--- src/rtl/tpu_pkg.sv ---
// Shared defaults for the accumulator/writeback path.
// Holds the default lane and array geometry used by accumulator_writeback
// and the writeback FSM state encoding.
package tpu_pkg;

  localparam int DEF_PARTIAL_SUM_BW = 20;
  localparam int DEF_MATRIX_SIZE    = 8;
  localparam int DEF_DATA_BW        = 8;
  localparam int DEF_ACC_BW         = 24;
  localparam int DEF_ACC_DEPTH      = 8;
  localparam int DEF_ADDRESSSIZE    = 10;

  typedef enum logic [1:0] {
    ST_IDLE  = 2'd0,
    ST_DRAIN = 2'd1,
    ST_DONE  = 2'd2
  } wb_state_e;

endpackage

--- src/rtl/acc_lane_quant.sv ---
// Per-lane output quantiser: optional ReLU, arithmetic right shift, then
// saturation to a signed DATA_BW value.
// Ports:
//   acc      - signed accumulator lane value
//   relu_en  - clamp negative values to zero before shifting
//   shift    - arithmetic right shift amount
//   q        - saturated signed DATA_BW result
module acc_lane_quant #(
  parameter int ACC_BW  = 24,
  parameter int DATA_BW = 8
) (
  input  logic signed [ACC_BW-1:0]  acc,
  input  logic                      relu_en,
  input  logic        [3:0]         shift,
  output logic        [DATA_BW-1:0] q
);

  localparam logic signed [ACC_BW-1:0] Q_MAX = ACC_BW'((2 ** (DATA_BW - 1)) - 1);
  localparam logic signed [ACC_BW-1:0] Q_MIN = ~Q_MAX;

  logic signed [ACC_BW-1:0] relu_v;
  logic signed [ACC_BW-1:0] shifted;

  assign relu_v  = (relu_en && acc[ACC_BW-1]) ? '0 : acc;
  assign shifted = relu_v >>> shift;

  always_comb begin
    if (shifted > Q_MAX) begin
      q = {1'b0, {(DATA_BW-1){1'b1}}};
    end else if (shifted < Q_MIN) begin
      q = {1'b1, {(DATA_BW-1){1'b0}}};
    end else begin
      q = shifted[DATA_BW-1:0];
    end
  end

endmodule

--- src/rtl/accumulator_writeback.sv ---
// Row accumulator with quantised writeback to the Unified Buffer.
// Result rows are accumulated (or overwritten) into a small row buffer while
// idle; a flush drains every used row through the lane quantisers to the UB,
// one row per accepted write, then clears the buffer.
// Ports:
//   clk, rstn              - clock, async active-low reset
//   in_valid, in_data      - de-skewed signed result row, lane 0 at LSBs
//   acc_mode               - 0 overwrite row, 1 add into row (saturating)
//   flush                  - start writeback (sampled in IDLE only)
//   wb_base_addr           - UB address of row 0, captured on flush
//   relu_en, out_shift     - quantiser config, captured on flush
//   ub_we, ub_addr, ub_data, ub_ready - UB write handshake
//   busy, done             - status; done is a one-cycle pulse
//   sat_err, drop_err      - sticky accumulate-saturation / dropped-row flags
//
// state    | meaning
// ---------+---------------------------------------------------------
// ST_IDLE  | accepting rows into the accumulator, waiting for flush
// ST_DRAIN | presenting rows 0..rows_used-1 to the UB
// ST_DONE  | one-cycle completion pulse; buffer already cleared
module accumulator_writeback
  import tpu_pkg::*;
#(
  parameter int PARTIAL_SUM_BW = DEF_PARTIAL_SUM_BW,
  parameter int MATRIX_SIZE    = DEF_MATRIX_SIZE,
  parameter int DATA_BW        = DEF_DATA_BW,
  parameter int ACC_BW         = DEF_ACC_BW,
  parameter int ACC_DEPTH      = DEF_ACC_DEPTH,
  parameter int ADDRESSSIZE    = DEF_ADDRESSSIZE
) (
  input  logic                              clk,
  input  logic                              rstn,
  input  logic                              in_valid,
  input  logic [PARTIAL_SUM_BW*MATRIX_SIZE-1:0] in_data,
  input  logic                              acc_mode,
  input  logic                              flush,
  input  logic [ADDRESSSIZE-1:0]            wb_base_addr,
  input  logic                              relu_en,
  input  logic [3:0]                        out_shift,
  output logic                              ub_we,
  output logic [ADDRESSSIZE-1:0]            ub_addr,
  output logic [DATA_BW*MATRIX_SIZE-1:0]    ub_data,
  input  logic                              ub_ready,
  output logic                              busy,
  output logic                              done,
  output logic                              sat_err,
  output logic                              drop_err
);

  localparam int PTR_W = $clog2(ACC_DEPTH);
  localparam int CNT_W = PTR_W + 1;

  wb_state_e                        state;
  logic [PTR_W-1:0]                 wr_ptr;
  logic [PTR_W-1:0]                 rd_ptr;
  logic [CNT_W-1:0]                 rows_used;
  logic [ACC_BW-1:0]                acc_mem [ACC_DEPTH][MATRIX_SIZE];
  logic [MATRIX_SIZE-1:0][ACC_BW-1:0] row_next;
  logic [MATRIX_SIZE-1:0]           lane_sat;
  logic [ADDRESSSIZE-1:0]           base_q;
  logic                             relu_q;
  logic [3:0]                       shift_q;
  logic [DATA_BW*MATRIX_SIZE-1:0]   quant_row;
  logic                             last_row;
  logic                             wr_accept;

  for (genvar l = 0; l < MATRIX_SIZE; l++) begin : g_lane
    logic [PARTIAL_SUM_BW-1:0] in_lane;
    logic [ACC_BW-1:0]         in_ext;
    logic [ACC_BW:0]           sum;

    assign in_lane = in_data[l*PARTIAL_SUM_BW +: PARTIAL_SUM_BW];
    assign in_ext  = {{(ACC_BW-PARTIAL_SUM_BW){in_lane[PARTIAL_SUM_BW-1]}}, in_lane};
    // One guard bit: overflow shows up as the two top bits disagreeing.
    assign sum     = {acc_mem[wr_ptr][l][ACC_BW-1], acc_mem[wr_ptr][l]}
                   + {in_ext[ACC_BW-1], in_ext};
    assign lane_sat[l] = acc_mode && (sum[ACC_BW] != sum[ACC_BW-1]);
    assign row_next[l] = !acc_mode   ? in_ext :
                         lane_sat[l] ? (sum[ACC_BW] ? {1'b1, {(ACC_BW-1){1'b0}}}
                                                    : {1'b0, {(ACC_BW-1){1'b1}}}) :
                                       sum[ACC_BW-1:0];

    acc_lane_quant #(
      .ACC_BW  (ACC_BW),
      .DATA_BW (DATA_BW)
    ) u_quant (
      .acc     (acc_mem[rd_ptr][l]),
      .relu_en (relu_q),
      .shift   (shift_q),
      .q       (quant_row[l*DATA_BW +: DATA_BW])
    );
  end

  assign last_row  = ({1'b0, rd_ptr} == (rows_used - CNT_W'(1)));
  assign wr_accept = ub_we && ub_ready;

  // Address and data come straight from registered state, so they cannot
  // move while a write is stalled; zeroed whenever no write is presented.
  assign ub_addr = ub_we ? (base_q + ADDRESSSIZE'(rd_ptr)) : '0;
  assign ub_data = ub_we ? quant_row : '0;

  always_ff @(posedge clk or negedge rstn) begin
    if (!rstn) begin
      state     <= ST_IDLE;
      wr_ptr    <= '0;
      rd_ptr    <= '0;
      rows_used <= '0;
      ub_we     <= 1'b0;
      busy      <= 1'b0;
      done      <= 1'b0;
      sat_err   <= 1'b0;
      drop_err  <= 1'b0;
      base_q    <= '0;
      relu_q    <= 1'b0;
      shift_q   <= '0;
      for (int r = 0; r < ACC_DEPTH; r++) begin
        for (int l = 0; l < MATRIX_SIZE; l++) begin
          acc_mem[r][l] <= '0;
        end
      end
    end else begin
      done <= 1'b0;
      case (state)
        ST_IDLE: begin
          if (in_valid) begin
            for (int l = 0; l < MATRIX_SIZE; l++) begin
              acc_mem[wr_ptr][l] <= row_next[l];
            end
            if (|lane_sat) sat_err <= 1'b1;
            wr_ptr <= wr_ptr + PTR_W'(1);
            if (rows_used != CNT_W'(ACC_DEPTH)) rows_used <= rows_used + CNT_W'(1);
          end
          if (flush) begin
            base_q  <= wb_base_addr;
            relu_q  <= relu_en;
            shift_q <= out_shift;
            busy    <= 1'b1;
            // A row arriving with the flush is part of this drain.
            if (in_valid || (rows_used != '0)) begin
              state <= ST_DRAIN;
              ub_we <= 1'b1;
            end else begin
              state <= ST_DONE;
              done  <= 1'b1;
            end
          end
        end

        ST_DRAIN: begin
          if (in_valid) drop_err <= 1'b1;
          if (wr_accept) begin
            if (last_row) begin
              state     <= ST_DONE;
              ub_we     <= 1'b0;
              done      <= 1'b1;
              wr_ptr    <= '0;
              rd_ptr    <= '0;
              rows_used <= '0;
              for (int r = 0; r < ACC_DEPTH; r++) begin
                for (int l = 0; l < MATRIX_SIZE; l++) begin
                  acc_mem[r][l] <= '0;
                end
              end
            end else begin
              rd_ptr <= rd_ptr + PTR_W'(1);
            end
          end
        end

        ST_DONE: begin
          if (in_valid) drop_err <= 1'b1;
          state <= ST_IDLE;
          busy  <= 1'b0;
        end

        default: begin
          state <= ST_IDLE;
          ub_we <= 1'b0;
          busy  <= 1'b0;
        end
      endcase
    end
  end

endmodule

--- config.mk ---
export PLATFORM = sky130hd
export DESIGN_NAME = accumulator_writeback
export DESIGN_NICKNAME = d
export VERILOG_FILES = /design/src/rtl/tpu_pkg.sv /design/src/rtl/acc_lane_quant.sv /design/src/rtl/accumulator_writeback.sv
export SDC_FILE = /design/constraint.sdc
export NUM_CORES = 2
export LEC_CHECK = 0
export CAP_MARGIN = 20
export CORE_ASPECT_RATIO = 1.1
export CORE_MARGIN = 2
export CORE_UTILIZATION = 40
export DETAILED_ROUTE_END_ITERATION = 8
export SLEW_MARGIN = 25
export SYNTH_ARGS = -nofsm -noshare
export SYNTH_HDL_FRONTEND = slang
export SYNTH_SLANG_ARGS = --single-unit
export TNS_END_PERCENT = 100
--- constraint.sdc ---
create_clock -name clk -period 10.2 [get_ports clk]
set_input_delay 2.04 -clock clk [delete_from_list [all_inputs] [get_ports clk]]
set_output_delay 2.04 -clock clk [all_outputs]
set_load 0.05 [all_outputs]
==> results.py <==
metrics = {
    "routing": {
        "drt_iter0_markers": 14300,
        "met1_length_um": 188000,
        "ant_nets": 0,
        "wl_per_cell_um": 34.5,
        "first_pass_iters": 9,
        "drt_wl_total_um": 500000,
        "vias_per_cell": 7.16,
        "drc": 0,
        "wl_met2_um": 211000,
        "routed-via-count": 104000,
        "dr.max_layer_used": "met5",
        "routed-wl-met3_um": 59200,
    },
    "worst_setup_path": {
        "crit_path_end_kind": "output pin",
        "critPathBufInv": 3,
        "crit_type": "reg -> out",
        "crit_family": "buffers and inverters",
        "required_ns": 8.16,
        "critPathMaxFanout": 114,
        "critPathLaunchType": "register",
        "critPathSlowestCell": "dfrtp_4",
        "path_cells": "buf_12 -> buf_4 -> mux4_2 -> mux2i_1 -> a2bb2oi_1 -> o221ai_1 -> nor2_1 -> a211oi_1 -> nor4_1 -> a21oi_1 -> o31ai_2 -> o21ai_1 -> clkdlybuf4s50_1",
        "arrival_ns": 7.23,
        "crit_path_max_incr_delay_ns": 1.01,
    },
    "timing": {
        "final_max_slew_viol_count": 0,
        "tns_ns": 0,
        "hold_viol": 0,
        "finalCriticalPeriod_ns": 9.27,
        "fmax_mhz": 108,
        "fin_crit_sh_pct": 90.8,
        "tightest_slew_ns": 1.20,
        "skew_ns": 0.0842,
        "rsz0062_at_grt": "false",
        "setup_ws_ns": 0.933,
        "maxSlewHeadroom_pct": 19.7,
        "finalSetupViolCount": 0,
    },
    "synthesis": {
        "postSynthCellCount": 11200,
        "yosysSeqAreaShare_pct": 37.2,
        "synth_top_area_cell": "dfrtp_1",
        "avgSynthCellArea_um2": 9.39,
        "synth_top_cell_area_share_pct": 37.2,
        "async_reset_ff_share_pct": 100,
        "dominantRegCellSynth": "dfrtp_1",
        "synth_area_um2": 105000,
        "synth_nets": 11600,
        "yosysWarnings": 0,
        "synthTopCellsByArea": "dfrtp_1 37%, mux4_2 9.0%, o21ai_0 6.6%",
        "ys_types": 105,
        "ys_ff_latch": 1568,
        "synth_edf_count": 0,
    },
    "floorplan": {
        "std_cell_rows": 197,
        "dieArea_um2": 268000,
        "io_pins": 260,
        "start_util_pct": 40.3,
        "core_area_um2": 262000,
        "die_h_um": 543,
        "die_width_um": 494,
    },
    "global_route": {
        "grt_use_total_pct": 36.2,
        "gr-total-overflow": 0,
        "grt_pass1_wl_um": 721000,
        "grt_max_degree": 195,
        "grt_pass1_vias": 100000,
        "antenna_found_initial": 21,
    },
    "clock_tree": {
        "cts_buffers": 183,
        "clockBufferDepth": 4,
        "clock-sinks": 1568,
        "h-tree-depth": 4,
        "cts_setup_buffers": 0,
        "cts_tree": "yes",
        "cts-root-buf": "clkbuf_16",
        "clkTransAtPathRegs_ns": 0.06,
        "clock_latency_ns": 0.93,
        "hold_buffers": 0,
        "post_cts_resized": 0,
    },
    "layout": {
        "fin_nets": 11300,
        "drive_gt1_share_pct": 11.7,
        "area_delta_synth_final_pct": 10.8,
        "layout_common_cells": "1,561 x dfrtp_1, 1,396 x o21ai_0, 1,037 x nand3_1",
        "layout_commonest_cell": "dfrtp_1",
    },
    "flow_run": {
        "maxCapViolations": 0,
    },
    "placement": {
        "portBuffers": 259,
        "gp_congestion": 1.03,
        "dp_hpwl_um": 324000,
        "pre_cts_ws_ns": 2.06,
    },
    "status": {
        "outcome": "finished, final reports clean",
    },
    "hold_path": {
        "worst_hold_path_type": "reg -> reg",
    },
}
layout make-up:
class / instances / area (µm²)
fill: 24700 / 145000
multi-input combinational: 8498 / 61700
sequential: 1568 / 39300
clock buffer: 262 / 5300
timing repair buffer: 524 / 5220
tap: 3482 / 4360
clock inverter: 54 / 688
inverter: 100 / 395
antenna: 5 / 12.5
per-stage QoR:
step	hold WS (ns)	std cells	utilization [%]	area, µm²
floorplan	0.466	11200	-	105000
global placement	0.442	14200	42.2	111000
detailed placement	0.448	14200	42.3	111000
CTS	0.461	14500	44.5	117000
global route	0.483	14500	44.6	117000
finish	0.454	14500	44.6	117000
cell usage after synthesis, types with 26 or more instances:
master / count
xnor2_1: 73
buf_4: 64
o2bb2ai_1: 86
mux4_2: 421
nand2b_1: 52
buf_1: 153
o21ai_1: 75
nand4_1: 216
o22ai_1: 176
or3_1: 26
a22oi_1: 882
clkbuf_1: 719
nor3_1: 99
o21ai_0: 1399
o31ai_1: 35
o211ai_1: 97
a221oi_1: 49
ha_1: 202
dfrtp_1: 1568
nor2b_1: 48
xor2_1: 66
mux2_2: 152
a21o_1: 119
o21a_1: 48
and2_1: 40
inv_1: 96
buf_2: 103
and3_1: 45
a21oi_1: 367
a31oi_1: 66
nand3_1: 1037
a22o_1: 155
a211oi_1: 111
o21bai_1: 45
a32o_1: 152
mux2i_1: 412
nand2_1: 853
or2_2: 38
nor4_1: 30
nor2_1: 439
worst paths after layout:
| path | endpoint | cells after the start | slack (ns) | from |
|---|---|---|---|---|
| worst max register to register | acc_mem[736] | 17 | 3.20 | wr_ptr[1] |
| worst min register to register | drop_err | 1 | 0.45 | drop_err |
| min in group asynchronous | acc_mem[555] | 1 | 1.10 | rstn |
| worst min-delay path | drop_err | 1 | 0.45 | drop_err |
| max in group asynchronous | acc_mem[832] | 4 | 6.90 | rstn |
| worst max-delay path | ub_data[4] | 13 | 0.93 | rd_ptr[2] |
state kept, by name (all words and copies together) (netlist names):
| register | cells |
|---|---|
| done | 1 |
| busy | 1 |
| shift_q | 4 |
| relu_q | 1 |
| drop_err | 1 |
| acc_mem | 1536 |
| state | 2 |
| sat_err | 1 |
| rd_ptr | 3 |
| rows_used | 4 |
| base_q | 10 |
| ub_we | 1 |
| wr_ptr | 3 |
worst register-to-register path: stages, from the launching register on:
cell	delay, ns
dfrtp_1	0.62
and3_4	0.85
buf_4	0.69
buf_4	0.58
a22oi_1	0.17
nand4_1	0.16
ha_1	0.31
a21o_1	0.21
a21o_1	0.19
a2111oi_0	0.41
a21oi_1	0.24
a21oi_1	0.45
o21a_1	0.27
xnor2_2	0.13
buf_4	0.40
o21ai_0	0.23
a22oi_1	0.76
o21ai_0	0.22
kinds of logic after synthesis:
| logic type | Yosys count | share of synthesized area, % |
|---|---|---|
| compound gates | 4170 | 26.2 |
| xor+xnor | 139 | 1.15 |
| fa+ha+maj | 211 | 2.57 |
| buf+inv | 1174 | 4.83 |
| flops | 1568 | 37.2 |
| mux | 992 | 14.6 |
| simple gates | 2986 | 13.4 |
layer usage:
metal  up-vias  GRT usage (%)
met3      1873           10.0
met5         -              0
met2      7239           52.7
li1      42900              -
met4        20           24.9
met1     51800           46.4
Power is not shown: default switching activity piles up to over one toggle a cycle in this logic, so the estimate is an artifact.
